==> config.mk <==
export PLATFORM = sky130hd
export DESIGN_NAME = mem_arb_flat
export DESIGN_NICKNAME = d
export VERILOG_FILES = /design/src/rtl/mem_arb_if.sv /design/src/rtl/mem_arb.sv /design/src/flat_wrapper.sv
export SDC_FILE = /design/constraint.sdc
export NUM_CORES = 1
export LEC_CHECK = 0
export BUFFER_PORTS_ARGS = -buffer_cell sky130_fd_sc_hd__buf_4
export CAP_MARGIN = 20
export CORE_UTILIZATION = 51
export CTS_BUF_LIST = sky130_fd_sc_hd__clkbuf_8
export DETAILED_ROUTE_END_ITERATION = 8
export GPL_ROUTABILITY_DRIVEN = 0
export PLACE_DENSITY = 0.87
export SYNTH_ARGS = -nofsm -noshare
export SYNTH_HDL_FRONTEND = slang
export SYNTH_SLANG_ARGS = --single-unit
export TNS_END_PERCENT = 50
==> constraint.sdc <==
create_clock -name clk -period 2.54 [get_ports clk]
set_clock_uncertainty 0.15 [all_clocks]
set_input_delay 0 -clock clk [delete_from_list [all_inputs] [get_ports clk]]
set_output_delay 0 -clock clk [all_outputs]
set_load 0.005 [all_outputs]
==> src/rtl/mem_arb_if.sv <==
// mem_arb_if: signal bundle between the two-requester memory arbiter and its environment.
//   Requester A (core) / B (loader): req, we, addr, wdata, lock in; gnt, rvalid, rdata1/rdata2 out.
//   Memory port: mem_wr_en/mem_wr_addr/mem_wr_data and mem_rd_addr1/mem_rd_addr2 out,
//   mem_rd_data1/mem_rd_data2 in.
//   Status: done (sticky halt flag) out.
//   Modports: slave = arbiter view, master = requesters plus memory view.
interface mem_arb_if #(
    parameter int unsigned n = 8
);
    logic         a_req;
    logic         a_we;
    logic [n-1:0] a_addr;
    logic [n-1:0] a_wdata;
    logic         a_lock;
    logic         a_gnt;
    logic         a_rvalid;
    logic [n-1:0] a_rdata1;
    logic [n-1:0] a_rdata2;

    logic         b_req;
    logic         b_we;
    logic [n-1:0] b_addr;
    logic [n-1:0] b_wdata;
    logic         b_lock;
    logic         b_gnt;
    logic         b_rvalid;
    logic [n-1:0] b_rdata1;
    logic [n-1:0] b_rdata2;

    logic         mem_wr_en;
    logic [n-1:0] mem_wr_addr;
    logic [n-1:0] mem_wr_data;
    logic [n-1:0] mem_rd_addr1;
    logic [n-1:0] mem_rd_addr2;
    logic [n-1:0] mem_rd_data1;
    logic [n-1:0] mem_rd_data2;

    logic         done;

    modport slave (
        input  a_req, a_we, a_addr, a_wdata, a_lock,
        input  b_req, b_we, b_addr, b_wdata, b_lock,
        input  mem_rd_data1, mem_rd_data2,
        output a_gnt, a_rvalid, a_rdata1, a_rdata2,
        output b_gnt, b_rvalid, b_rdata1, b_rdata2,
        output mem_wr_en, mem_wr_addr, mem_wr_data, mem_rd_addr1, mem_rd_addr2,
        output done
    );

    modport master (
        output a_req, a_we, a_addr, a_wdata, a_lock,
        output b_req, b_we, b_addr, b_wdata, b_lock,
        output mem_rd_data1, mem_rd_data2,
        input  a_gnt, a_rvalid, a_rdata1, a_rdata2,
        input  b_gnt, b_rvalid, b_rdata1, b_rdata2,
        input  mem_wr_en, mem_wr_addr, mem_wr_data, mem_rd_addr1, mem_rd_addr2,
        input  done
    );
endinterface

==> src/rtl/mem_arb.sv <==
// mem_arb: round-robin arbiter giving requesters A and B single-cycle access to one
// memory with a write port and a dual read port, with lock support and a halt write.
//   clk   : single clock, rising edge
//   reset : asynchronous, active-low
//   bus   : mem_arb_if slave modport (requests, grants, read returns, memory port, done)
// Parameters: n = data/address width, LOCK_MAX = maximum consecutive locked grants.
module mem_arb #(
    parameter int unsigned n        = 8,
    parameter int unsigned LOCK_MAX = 4
) (
    input  logic     clk,
    input  logic     reset,
    mem_arb_if.slave bus
);

    // lock_cnt counts re-grants made because of lock; a chain is lock_cnt+1 grants long
    localparam int unsigned CNT_W = (LOCK_MAX > 1) ? $clog2(LOCK_MAX) : 1;
    localparam logic [CNT_W-1:0] CNT_CAP = CNT_W'(LOCK_MAX - 1);

    typedef enum logic [1:0] {
        IDLE  = 2'd0,
        GNT_A = 2'd1,
        GNT_B = 2'd2,
        DONE  = 2'd3
    } state_e;

    state_e           state_q, state_d;
    logic             a_gnt_q, a_gnt_d;
    logic             b_gnt_q, b_gnt_d;
    logic             a_rvalid_q, a_rvalid_d;
    logic             b_rvalid_q, b_rvalid_d;
    logic [n-1:0]     a_rdata1_q, a_rdata1_d;
    logic [n-1:0]     a_rdata2_q, a_rdata2_d;
    logic [n-1:0]     b_rdata1_q, b_rdata1_d;
    logic [n-1:0]     b_rdata2_q, b_rdata2_d;
    logic             mem_wr_en_q, mem_wr_en_d;
    logic [n-1:0]     mem_wr_addr_q, mem_wr_addr_d;
    logic [n-1:0]     mem_wr_data_q, mem_wr_data_d;
    logic [n-1:0]     mem_rd_addr1_q, mem_rd_addr1_d;
    logic [n-1:0]     mem_rd_addr2_q, mem_rd_addr2_d;
    logic             done_q, done_d;
    logic             prio_a_q, prio_a_d;
    logic [CNT_W-1:0] lock_cnt_q, lock_cnt_d;

    logic             halt_c;
    logic             keep_a_c;
    logic             keep_b_c;
    logic             grant_a_c;
    logic             grant_b_c;
    logic             locked_c;
    logic             sel_we_c;
    logic [n-1:0]     sel_addr_c;
    logic [n-1:0]     sel_wdata_c;

    // State and output registers
    always_ff @(posedge clk or negedge reset) begin
        if (!reset) begin
            state_q        <= IDLE;
            a_gnt_q        <= 1'b0;
            b_gnt_q        <= 1'b0;
            a_rvalid_q     <= 1'b0;
            b_rvalid_q     <= 1'b0;
            a_rdata1_q     <= '0;
            a_rdata2_q     <= '0;
            b_rdata1_q     <= '0;
            b_rdata2_q     <= '0;
            mem_wr_en_q    <= 1'b0;
            mem_wr_addr_q  <= '0;
            mem_wr_data_q  <= '0;
            mem_rd_addr1_q <= '0;
            mem_rd_addr2_q <= '0;
            done_q         <= 1'b0;
            prio_a_q       <= 1'b1;
            lock_cnt_q     <= '0;
        end else begin
            state_q        <= state_d;
            a_gnt_q        <= a_gnt_d;
            b_gnt_q        <= b_gnt_d;
            a_rvalid_q     <= a_rvalid_d;
            b_rvalid_q     <= b_rvalid_d;
            a_rdata1_q     <= a_rdata1_d;
            a_rdata2_q     <= a_rdata2_d;
            b_rdata1_q     <= b_rdata1_d;
            b_rdata2_q     <= b_rdata2_d;
            mem_wr_en_q    <= mem_wr_en_d;
            mem_wr_addr_q  <= mem_wr_addr_d;
            mem_wr_data_q  <= mem_wr_data_d;
            mem_rd_addr1_q <= mem_rd_addr1_d;
            mem_rd_addr2_q <= mem_rd_addr2_d;
            done_q         <= done_d;
            prio_a_q       <= prio_a_d;
            lock_cnt_q     <= lock_cnt_d;
        end
    end

    // Next-state: read return, halt detection, lock/round-robin arbitration
    always_comb begin
        state_d        = state_q;
        a_gnt_d        = 1'b0;
        b_gnt_d        = 1'b0;
        a_rvalid_d     = 1'b0;
        b_rvalid_d     = 1'b0;
        a_rdata1_d     = a_rdata1_q;
        a_rdata2_d     = a_rdata2_q;
        b_rdata1_d     = b_rdata1_q;
        b_rdata2_d     = b_rdata2_q;
        mem_wr_en_d    = 1'b0;
        mem_wr_addr_d  = mem_wr_addr_q;
        mem_wr_data_d  = mem_wr_data_q;
        mem_rd_addr1_d = mem_rd_addr1_q;
        mem_rd_addr2_d = mem_rd_addr2_q;
        done_d         = done_q;
        prio_a_d       = prio_a_q;
        lock_cnt_d     = lock_cnt_q;
        grant_a_c      = 1'b0;
        grant_b_c      = 1'b0;
        locked_c       = 1'b0;

        // The write issued in the current grant cycle is the halt command
        halt_c = ((state_q == GNT_A) || (state_q == GNT_B)) && mem_wr_en_q &&
                 (mem_wr_addr_q == '1) && (mem_wr_data_q == n'(1));

        // Lock is honoured until the chain reaches LOCK_MAX, then only if the other side is idle
        keep_a_c = (state_q == GNT_A) && bus.a_req && bus.a_lock &&
                   ((lock_cnt_q < CNT_CAP) || !bus.b_req);
        keep_b_c = (state_q == GNT_B) && bus.b_req && bus.b_lock &&
                   ((lock_cnt_q < CNT_CAP) || !bus.a_req);

        // A read granted in the ending cycle returns its memory data now
        if ((state_q == GNT_A) && !mem_wr_en_q) begin
            a_rvalid_d = 1'b1;
            a_rdata1_d = bus.mem_rd_data1;
            a_rdata2_d = bus.mem_rd_data2;
        end
        if ((state_q == GNT_B) && !mem_wr_en_q) begin
            b_rvalid_d = 1'b1;
            b_rdata1_d = bus.mem_rd_data1;
            b_rdata2_d = bus.mem_rd_data2;
        end

        if (keep_a_c) begin
            grant_a_c = 1'b1;
            locked_c  = 1'b1;
        end else if (keep_b_c) begin
            grant_b_c = 1'b1;
            locked_c  = 1'b1;
        end else if (bus.a_req && bus.b_req) begin
            grant_a_c = prio_a_q;
            grant_b_c = !prio_a_q;
        end else begin
            grant_a_c = bus.a_req;
            grant_b_c = bus.b_req;
        end

        sel_we_c    = grant_b_c ? bus.b_we    : bus.a_we;
        sel_addr_c  = grant_b_c ? bus.b_addr  : bus.a_addr;
        sel_wdata_c = grant_b_c ? bus.b_wdata : bus.a_wdata;

        if (state_q == DONE) begin
            lock_cnt_d = '0;
        end else if (halt_c) begin
            state_d    = DONE;
            done_d     = 1'b1;
            lock_cnt_d = '0;
        end else if (grant_a_c || grant_b_c) begin
            state_d     = grant_b_c ? GNT_B : GNT_A;
            a_gnt_d     = grant_a_c;
            b_gnt_d     = grant_b_c;
            prio_a_d    = grant_b_c;
            mem_wr_en_d = sel_we_c;
            if (sel_we_c) begin
                mem_wr_addr_d = sel_addr_c;
                mem_wr_data_d = sel_wdata_c;
            end else begin
                mem_rd_addr1_d = sel_addr_c;
                mem_rd_addr2_d = sel_addr_c + n'(1);
            end
            if (!locked_c) begin
                lock_cnt_d = '0;
            end else if (lock_cnt_q < CNT_CAP) begin
                lock_cnt_d = lock_cnt_q + CNT_W'(1);
            end
        end else begin
            state_d    = IDLE;
            lock_cnt_d = '0;
        end
    end

    assign bus.a_gnt        = a_gnt_q;
    assign bus.b_gnt        = b_gnt_q;
    assign bus.a_rvalid     = a_rvalid_q;
    assign bus.b_rvalid     = b_rvalid_q;
    assign bus.a_rdata1     = a_rdata1_q;
    assign bus.a_rdata2     = a_rdata2_q;
    assign bus.b_rdata1     = b_rdata1_q;
    assign bus.b_rdata2     = b_rdata2_q;
    assign bus.mem_wr_en    = mem_wr_en_q;
    assign bus.mem_wr_addr  = mem_wr_addr_q;
    assign bus.mem_wr_data  = mem_wr_data_q;
    assign bus.mem_rd_addr1 = mem_rd_addr1_q;
    assign bus.mem_rd_addr2 = mem_rd_addr2_q;
    assign bus.done         = done_q;

endmodule

==> src/flat_wrapper.sv <==
// flat-port wrapper written by rule: the top's interface ports become plain ports
module mem_arb_flat 
#(
    parameter int unsigned n        = 8,
    parameter int unsigned LOCK_MAX = 4
)
  (clk, reset, bus_a_req, bus_a_we, bus_a_addr, bus_a_wdata, bus_a_lock, bus_b_req, bus_b_we, bus_b_addr, bus_b_wdata, bus_b_lock, bus_mem_rd_data1, bus_mem_rd_data2, bus_a_gnt, bus_a_rvalid, bus_a_rdata1, bus_a_rdata2, bus_b_gnt, bus_b_rvalid, bus_b_rdata1, bus_b_rdata2, bus_mem_wr_en, bus_mem_wr_addr, bus_mem_wr_data, bus_mem_rd_addr1, bus_mem_rd_addr2, bus_done);
  mem_arb_if #(.n(n)) bus_i ();
  input  logic clk;
  input  logic reset;
  input wire logic [$bits(bus_i.a_req)-1:0] bus_a_req;
  input wire logic [$bits(bus_i.a_we)-1:0] bus_a_we;
  input wire logic [$bits(bus_i.a_addr)-1:0] bus_a_addr;
  input wire logic [$bits(bus_i.a_wdata)-1:0] bus_a_wdata;
  input wire logic [$bits(bus_i.a_lock)-1:0] bus_a_lock;
  input wire logic [$bits(bus_i.b_req)-1:0] bus_b_req;
  input wire logic [$bits(bus_i.b_we)-1:0] bus_b_we;
  input wire logic [$bits(bus_i.b_addr)-1:0] bus_b_addr;
  input wire logic [$bits(bus_i.b_wdata)-1:0] bus_b_wdata;
  input wire logic [$bits(bus_i.b_lock)-1:0] bus_b_lock;
  input wire logic [$bits(bus_i.mem_rd_data1)-1:0] bus_mem_rd_data1;
  input wire logic [$bits(bus_i.mem_rd_data2)-1:0] bus_mem_rd_data2;
  output wire logic [$bits(bus_i.a_gnt)-1:0] bus_a_gnt;
  output wire logic [$bits(bus_i.a_rvalid)-1:0] bus_a_rvalid;
  output wire logic [$bits(bus_i.a_rdata1)-1:0] bus_a_rdata1;
  output wire logic [$bits(bus_i.a_rdata2)-1:0] bus_a_rdata2;
  output wire logic [$bits(bus_i.b_gnt)-1:0] bus_b_gnt;
  output wire logic [$bits(bus_i.b_rvalid)-1:0] bus_b_rvalid;
  output wire logic [$bits(bus_i.b_rdata1)-1:0] bus_b_rdata1;
  output wire logic [$bits(bus_i.b_rdata2)-1:0] bus_b_rdata2;
  output wire logic [$bits(bus_i.mem_wr_en)-1:0] bus_mem_wr_en;
  output wire logic [$bits(bus_i.mem_wr_addr)-1:0] bus_mem_wr_addr;
  output wire logic [$bits(bus_i.mem_wr_data)-1:0] bus_mem_wr_data;
  output wire logic [$bits(bus_i.mem_rd_addr1)-1:0] bus_mem_rd_addr1;
  output wire logic [$bits(bus_i.mem_rd_addr2)-1:0] bus_mem_rd_addr2;
  output wire logic [$bits(bus_i.done)-1:0] bus_done;
  assign bus_i.a_req = bus_a_req;
  assign bus_i.a_we = bus_a_we;
  assign bus_i.a_addr = bus_a_addr;
  assign bus_i.a_wdata = bus_a_wdata;
  assign bus_i.a_lock = bus_a_lock;
  assign bus_i.b_req = bus_b_req;
  assign bus_i.b_we = bus_b_we;
  assign bus_i.b_addr = bus_b_addr;
  assign bus_i.b_wdata = bus_b_wdata;
  assign bus_i.b_lock = bus_b_lock;
  assign bus_i.mem_rd_data1 = bus_mem_rd_data1;
  assign bus_i.mem_rd_data2 = bus_mem_rd_data2;
  assign bus_a_gnt = bus_i.a_gnt;
  assign bus_a_rvalid = bus_i.a_rvalid;
  assign bus_a_rdata1 = bus_i.a_rdata1;
  assign bus_a_rdata2 = bus_i.a_rdata2;
  assign bus_b_gnt = bus_i.b_gnt;
  assign bus_b_rvalid = bus_i.b_rvalid;
  assign bus_b_rdata1 = bus_i.b_rdata1;
  assign bus_b_rdata2 = bus_i.b_rdata2;
  assign bus_mem_wr_en = bus_i.mem_wr_en;
  assign bus_mem_wr_addr = bus_i.mem_wr_addr;
  assign bus_mem_wr_data = bus_i.mem_wr_data;
  assign bus_mem_rd_addr1 = bus_i.mem_rd_addr1;
  assign bus_mem_rd_addr2 = bus_i.mem_rd_addr2;
  assign bus_done = bus_i.done;
  mem_arb #(.n(n), .LOCK_MAX(LOCK_MAX)) u_core (.clk(clk), .reset(reset), .bus(bus_i));
endmodule
# Yosys cells after proc, flatten, opt, wreduce, memory -nomap -nowiden
# Index checks and enable logic that the tools add are counted.
[op_classes]
reduce_logical = 24
order_cmp = 1
n_mux = 30
add_sub_neg = 2
eq_ne = 6
bitwise_logic = 3
[ops]
columns = ["cell", "n"]
rows = [
  ["$mux W1", 20],
  ["$mux W2", 8],
  ["$mux W8", 2],
  ["$logic_and A1 B1 Y1", 12],
  ["$add A8 B1 Y8 const B", 1],
  ["$eq A8 B1 Y1 const B", 1],
  ["$eq A8 B8 Y1 const B", 1],
  ["$reduce_and A4 Y1", 2],
  ["$ne A5 B4 Y1 const B", 1],
  ["$eq A2 B2 Y1 const B", 2],
  ["$logic_not A1 Y1", 4],
  ["$logic_or A1 B1 Y1", 4],
  ["$not A1 Y1", 3],
  ["$reduce_and A3 Y1", 1],
  ["$add A2 B1 Y2 const B", 1],
  ["$eq A2 B1 Y1 const B", 1],
  ["$lt A2 B2 Y1 const B", 1],
  ["$reduce_and A2 Y1", 1],
]
[totals]
ff_bits = 75
input_bits = 56
elab_cells = 83

# Longest topological paths before layout
[depth]
depth_word = 10
mapped_depth = 9
mapped_depth_nobuf = 7

# Least setup slack after synthesis
# OpenSTA, ideal clock, no wires.
[synth_timing]
kind = "flip-flop to flip-flop"
startpoint = "register u_core.lock_cnt_q[0]"
endpoint = "register u_core.mem_wr_addr_q[7], in the netlist u_core.bus.mem_wr_addr[7]"
path_stages_with_launch = 9
setup_ps = 125
setup_slack_ps = 293
t_arrival_ps = 1972
path_cell_list = "dfrtp_1 > ha_1 > and3b_1 > o221ai_2 > mux2i_2 > nor2b_4 > buf_6 > buf_12 > mux2_4"
[synth_between]
elab_chain_cells = 7
[synth_rtl]
columns = ["item", "line_no", "source"]
rows = [
  ["from (decl)", "mem_arb.sv:43", "logic [CNT_W-1:0] lock_cnt_q, lock_cnt_d;"],
  ["from (signal assigned)", "mem_arb.sv:92", "lock_cnt_q <= lock_cnt_d;"],
  ["$lt A2 B2 Y1 (*)", "mem_arb.sv:125, mem_arb.sv:127", ""],
  ["$logic_or A1 B1 Y1", "mem_arb.sv:127", "((lock_cnt_q < CNT_CAP) || !bus.a_req);"],
  ["$logic_and A1 B1 Y1", "mem_arb.sv:126", "keep_b_c = (state_q == GNT_B) && bus.b_req && bus.b_lock &&"],
  ["$mux W1", "mem_arb.sv:144", "end else if (keep_b_c) begin"],
  ["$mux W1", "mem_arb.sv:141", "if (keep_a_c) begin"],
  ["$mux W1 / $logic_or A1 B1 Y1 (equally long branches)", "mem_arb.sv:155, mem_arb.sv:165", ""],
  ["$reduce_and A4 Y1 (no line)", "n/a", ""],
  ["to (signal assigned)", "mem_arb.sv:86", "mem_wr_addr_q <= mem_wr_addr_d;"],
  ["to (decl)", "mem_arb.sv:37", "logic [n-1:0] mem_wr_addr_q, mem_wr_addr_d;"],
]
# Mark *: on every way between the ends. The rest lies on a longest branch, timed or not.
# A chain may end at the register's enable or synchronous reset.

# Final worst setup path
[layout_timing]
startpoint = "register u_core.lock_cnt_q[0]"
endpoint = "register u_core.mem_wr_addr_q[0], in the netlist u_core.bus.mem_wr_addr[0]"
# The elaborated chain is that of the path after synthesis.

==> metrics.md <==
| Metric | Value |
|---|---|
| Tot GR Track Use | `26.2%` |
| Worst vdd ir | `about 0.00043 V` |
| Violated checks | `design-rule violations` |
| Leak | `2.60 nW` |
| Most used cells in the layout excluding fill and tap cells | `buf_4 (129), dfrtp_1 (74), mux2_2 (70)` |
| Seq/Total Area, Yosys | `a little over half` |
| Xor-xnor portion of the synthesized cell area | `~3.8%` |
| CTS Sinks | `75` |
| PnR worst setup slack | `approximately 0.096 ns` |
| Synth warnings | `0` |
| WP data arrival | `about 2.5 ns` |
| I/O Buffers | `125` |
| Drt pass-1 iters | `6` |
| HPWL Detailed | `around 5600 µm` |
| 1st-iter DRT viols | `about 140` |
| Period minus WS final | `between 2 and 2.5 ns` |
| Skew-Pair Late Insertion Delay | `around 0.34 ns` |
| Synthesis-to-finish area growth | `49.9%` |
| GRT overflow | `0` |
| Vias in the first global route | `2,863` |
| First-pass GRT wire length | `~14,000 µm` |
| Fraction of the mapped netlist area in adder cells | `1.44%` |
| Die H | `84.5 µm` |
| Core area | `around 6500 µm²` |
| Cell count after synthesis | `roughly 250` |
| Required @ worst endpoint | `between 2 and 3 ns` |
| Startpoint types | `flip-flop` |
| Rel. slew slack | `37.8%` |
| Root Buffer | `clkbuf_8` |
| I/O pins | `126` |
| Vias per cell | `5.30` |
| Pre-CTS WS | `about 0.11 ns` |
| Chip width | `about 84 µm` |
| DRT Wirelength | `between 8000 and 9000 µm` |
| Fin crit share | `96.2%` |
| Area of the mapped netlist | `approximately 3500 µm²` |
| Starting Density | `between 50% and 60%` |
| Antenna Cells | `0` |
| Clk slew on worst S/H paths | `approximately 0.08 ns` |
| Layout cells sized above 1 | `a little over half` |
| Clk pwr share | `37.5%` |
| ANT nets after route | `0` |
| Largest family of logic cells by synthesized area | `multiplexers` |
| Post-synth cell types | `41` |
| WL per Instance | `around 18 µm` |
| Hold Vio Cnt, Final | `0` |
| Worst Setup Path Type | `reg2reg` |
| Syn Nets | `between 300 and 400` |
| Max-Cap Viols | `0` |
| Worst Tran Pin Value | `about 0.93 ns` |
| Comb power frac | `between 10% and 20%` |
| Complex-gate fraction of the synthesized area | `under 10%` |
| # setup viols final | `0` |
| Most common cell after layout, fill and taps aside | `buf_4` |
| Crit. End Element | `flip-flop` |
| TritonCTS buffer count | `9` |
| Crit-path max FO | `17` |
| Synth Area in Simple Gates | `6.78%` |
| Gates resized, CTS repair | `0` |
| Row count | `29` |
| Avg Cell Area, Syn | `approximately 14 µm²` |
| Max clock buf depth | `2` |
| Sw power | `620 µW` |
| Post-synthesis mux area share | `28.4%` |
| Die ar. | `a little over 7000 µm²` |
| Switching part of the total power | `~23%` |
| Nets | `between 400 and 500` |
| Int Power | `between 2 and 2.5 mW` |
| Power per cell area | `516 nW/µm²` |
| Vias | `roughly 2,700` |
| Share of total power in sequential cells | `a little under half` |
| #FFs+latches synth | `75` |
| Unrepaired setup endpoints after global routing | `false` |
| H-Tree Depth | `3` |
| Max-slew violations | `0` |
| Pin count of the biggest net entering global routing | `76` |
| Fmax achieved | `~0.41 GHz` |
| TritonCTS clock tree | `built` |
| Hold Path Class | `in2reg` |
| Outcome | `finished, violations left` |
| Total Neg Setup Slack | `0 ns` |
| DRC viols | `16` |
| Initial antenna violation count | `0` |
[logic make-up (layout without fill, tap and decap cells)]
group                    after synthesis  after routing
AO/OA/AOI/OAI                         14             14
buffers and inverters                 14            200
AND/OR/NAND/NOR                       38             38
XOR/XNOR                              15             15
adder cells (fa/ha/maj)                4              4
multiplexers                          85             85
flip-flops                            75             75
[power by group through the flow]
stage               clock (mW)  combinational, mW  sequential (mW)
global placement             0              0.317             1.30
global route              1.07              0.430             1.28
floorplan                    0              0.119             1.30
CTS                       1.02              0.394             1.28
finish                    1.01              0.399             1.28
detailed placement           0              0.328             1.30
[sequential cells by signal, summed over array words and instances (netlist names)]
name,cells
u_core.bus.b_rdata1,8
u_core.bus.b_gnt,1
u_core.state_q,2
u_core.bus.a_rdata2,8
u_core.prio_a_q,1
u_core.bus.mem_wr_addr,8
u_core.bus.b_rvalid,1
u_core.bus.done,1
u_core.bus.b_rdata2,8
u_core.bus.a_rvalid,1
u_core.bus.mem_rd_addr1,8
u_core.bus.mem_wr_en,1
u_core.bus.a_gnt,1
u_core.bus.a_rdata1,8
u_core.bus.mem_wr_data,8
u_core.bus.mem_rd_addr2,8
u_core.lock_cnt_q,2
[worst max-delay path: stages (launching register included)]
cell and delay [ns]:
dfrtp_1 0.41, ha_1 0.30, and3b_1 0.25, o221ai_2 0.11
mux2i_2 0.21, nor2b_4 0.49, mux2_2 0.40
[through the flow]
step	util (%)	cells	instance area, µm²	hold slack (ns)	total power, mW
2_1_floorplan	-	245	3470	-0.446	1.42
3_3_place_gp	69.2	441	4470	0.0412	1.62
3_5_place_dp	69.2	441	4470	0.0517	1.63
4_1_cts	80.6	508	5200	0.0744	2.69
5_1_grt	80.6	508	5200	0.134	2.79
6_report	80.6	508	5200	0.0869	2.68
[per-layer routing]
metal | global-route usage (%) | share of wire [%] | vias up
li1 | - | - | 1238
met1 | 30.4 | 40 | 1327
met2 | 46.3 | 52 | 106
met3 | 4.92 | 4.8 | 23
met4 | 13.9 | 3.4 | 0
met5 | 0 | 0 | -
[Yosys cell counts (all sizes together)]
master | n | area [µm²]
mux2 | 79 | 923
dfrtp | 74 | 1850
nand2 | 14 | 55.1
xor2 | 11 | 96.3
buf | 7 | 57.6
mux2i | 6 | 63.8
nand3 | 5 | 25.0
ha | 4 | 50.1
inv | 4 | 15.0
nor2 | 4 | 22.5
o21ai | 4 | 20.0
xnor2 | 4 | 35.0
clkbuf | 3 | 11.3
nand4 | 3 | 18.8
a21o | 2 | 16.3
a21oi | 2 | 10.0
a22oi | 2 | 15.0
and4 | 2 | 17.5
nor2b | 2 | 20.0
nor3 | 2 | 10.0
a211oi | 1 | 12.5
a41oi | 1 | 8.76
and3b | 1 | 8.76
dfstp | 1 | 26.3
nand2b | 1 | 6.26
nand4b | 1 | 8.76
nor4b | 1 | 23.8
o21bai | 1 | 7.51
o221ai | 1 | 15.0
or4 | 1 | 7.51
or4bb | 1 | 11.3
[repair_timing]
item / CTS / global route
buffers inserted: 0 / 0
setup endpoints to repair: 0 / 0
hold endpoints to repair: 142 / 0
hold buffers: 52 / 0
[final cells by class]
class / count / area, µm²
tap: 77 / 96.3
multi-input combinational: 156 / 1510
clock inverter: 5 / 77.6
inverter: 4 / 15.0
clock buffer: 10 / 138
timing repair buffer: 181 / 1490
sequential: 75 / 1880
fill: 364 / 1260
[worst paths after layout]
path                       depth (start not counted)                    endpoint                  from  slack [ns]
hold / removal                                     5        u_core.lock_cnt_q[1]            bus_a_lock        0.09
max in group asynchronous                          2  u_core.bus.mem_rd_addr2[6]                 reset        1.41
setup / recovery                                   6   u_core.bus.mem_wr_addr[0]  u_core.lock_cnt_q[0]         0.1
hold reg to reg                                    1             u_core.bus.done       u_core.bus.done        0.35
setup reg to reg                                   6   u_core.bus.mem_wr_addr[0]  u_core.lock_cnt_q[0]         0.1
min in group asynchronous                          2  u_core.bus.mem_rd_addr2[0]                 reset        0.21
Note: power is estimated with default switching activity, not from simulation.
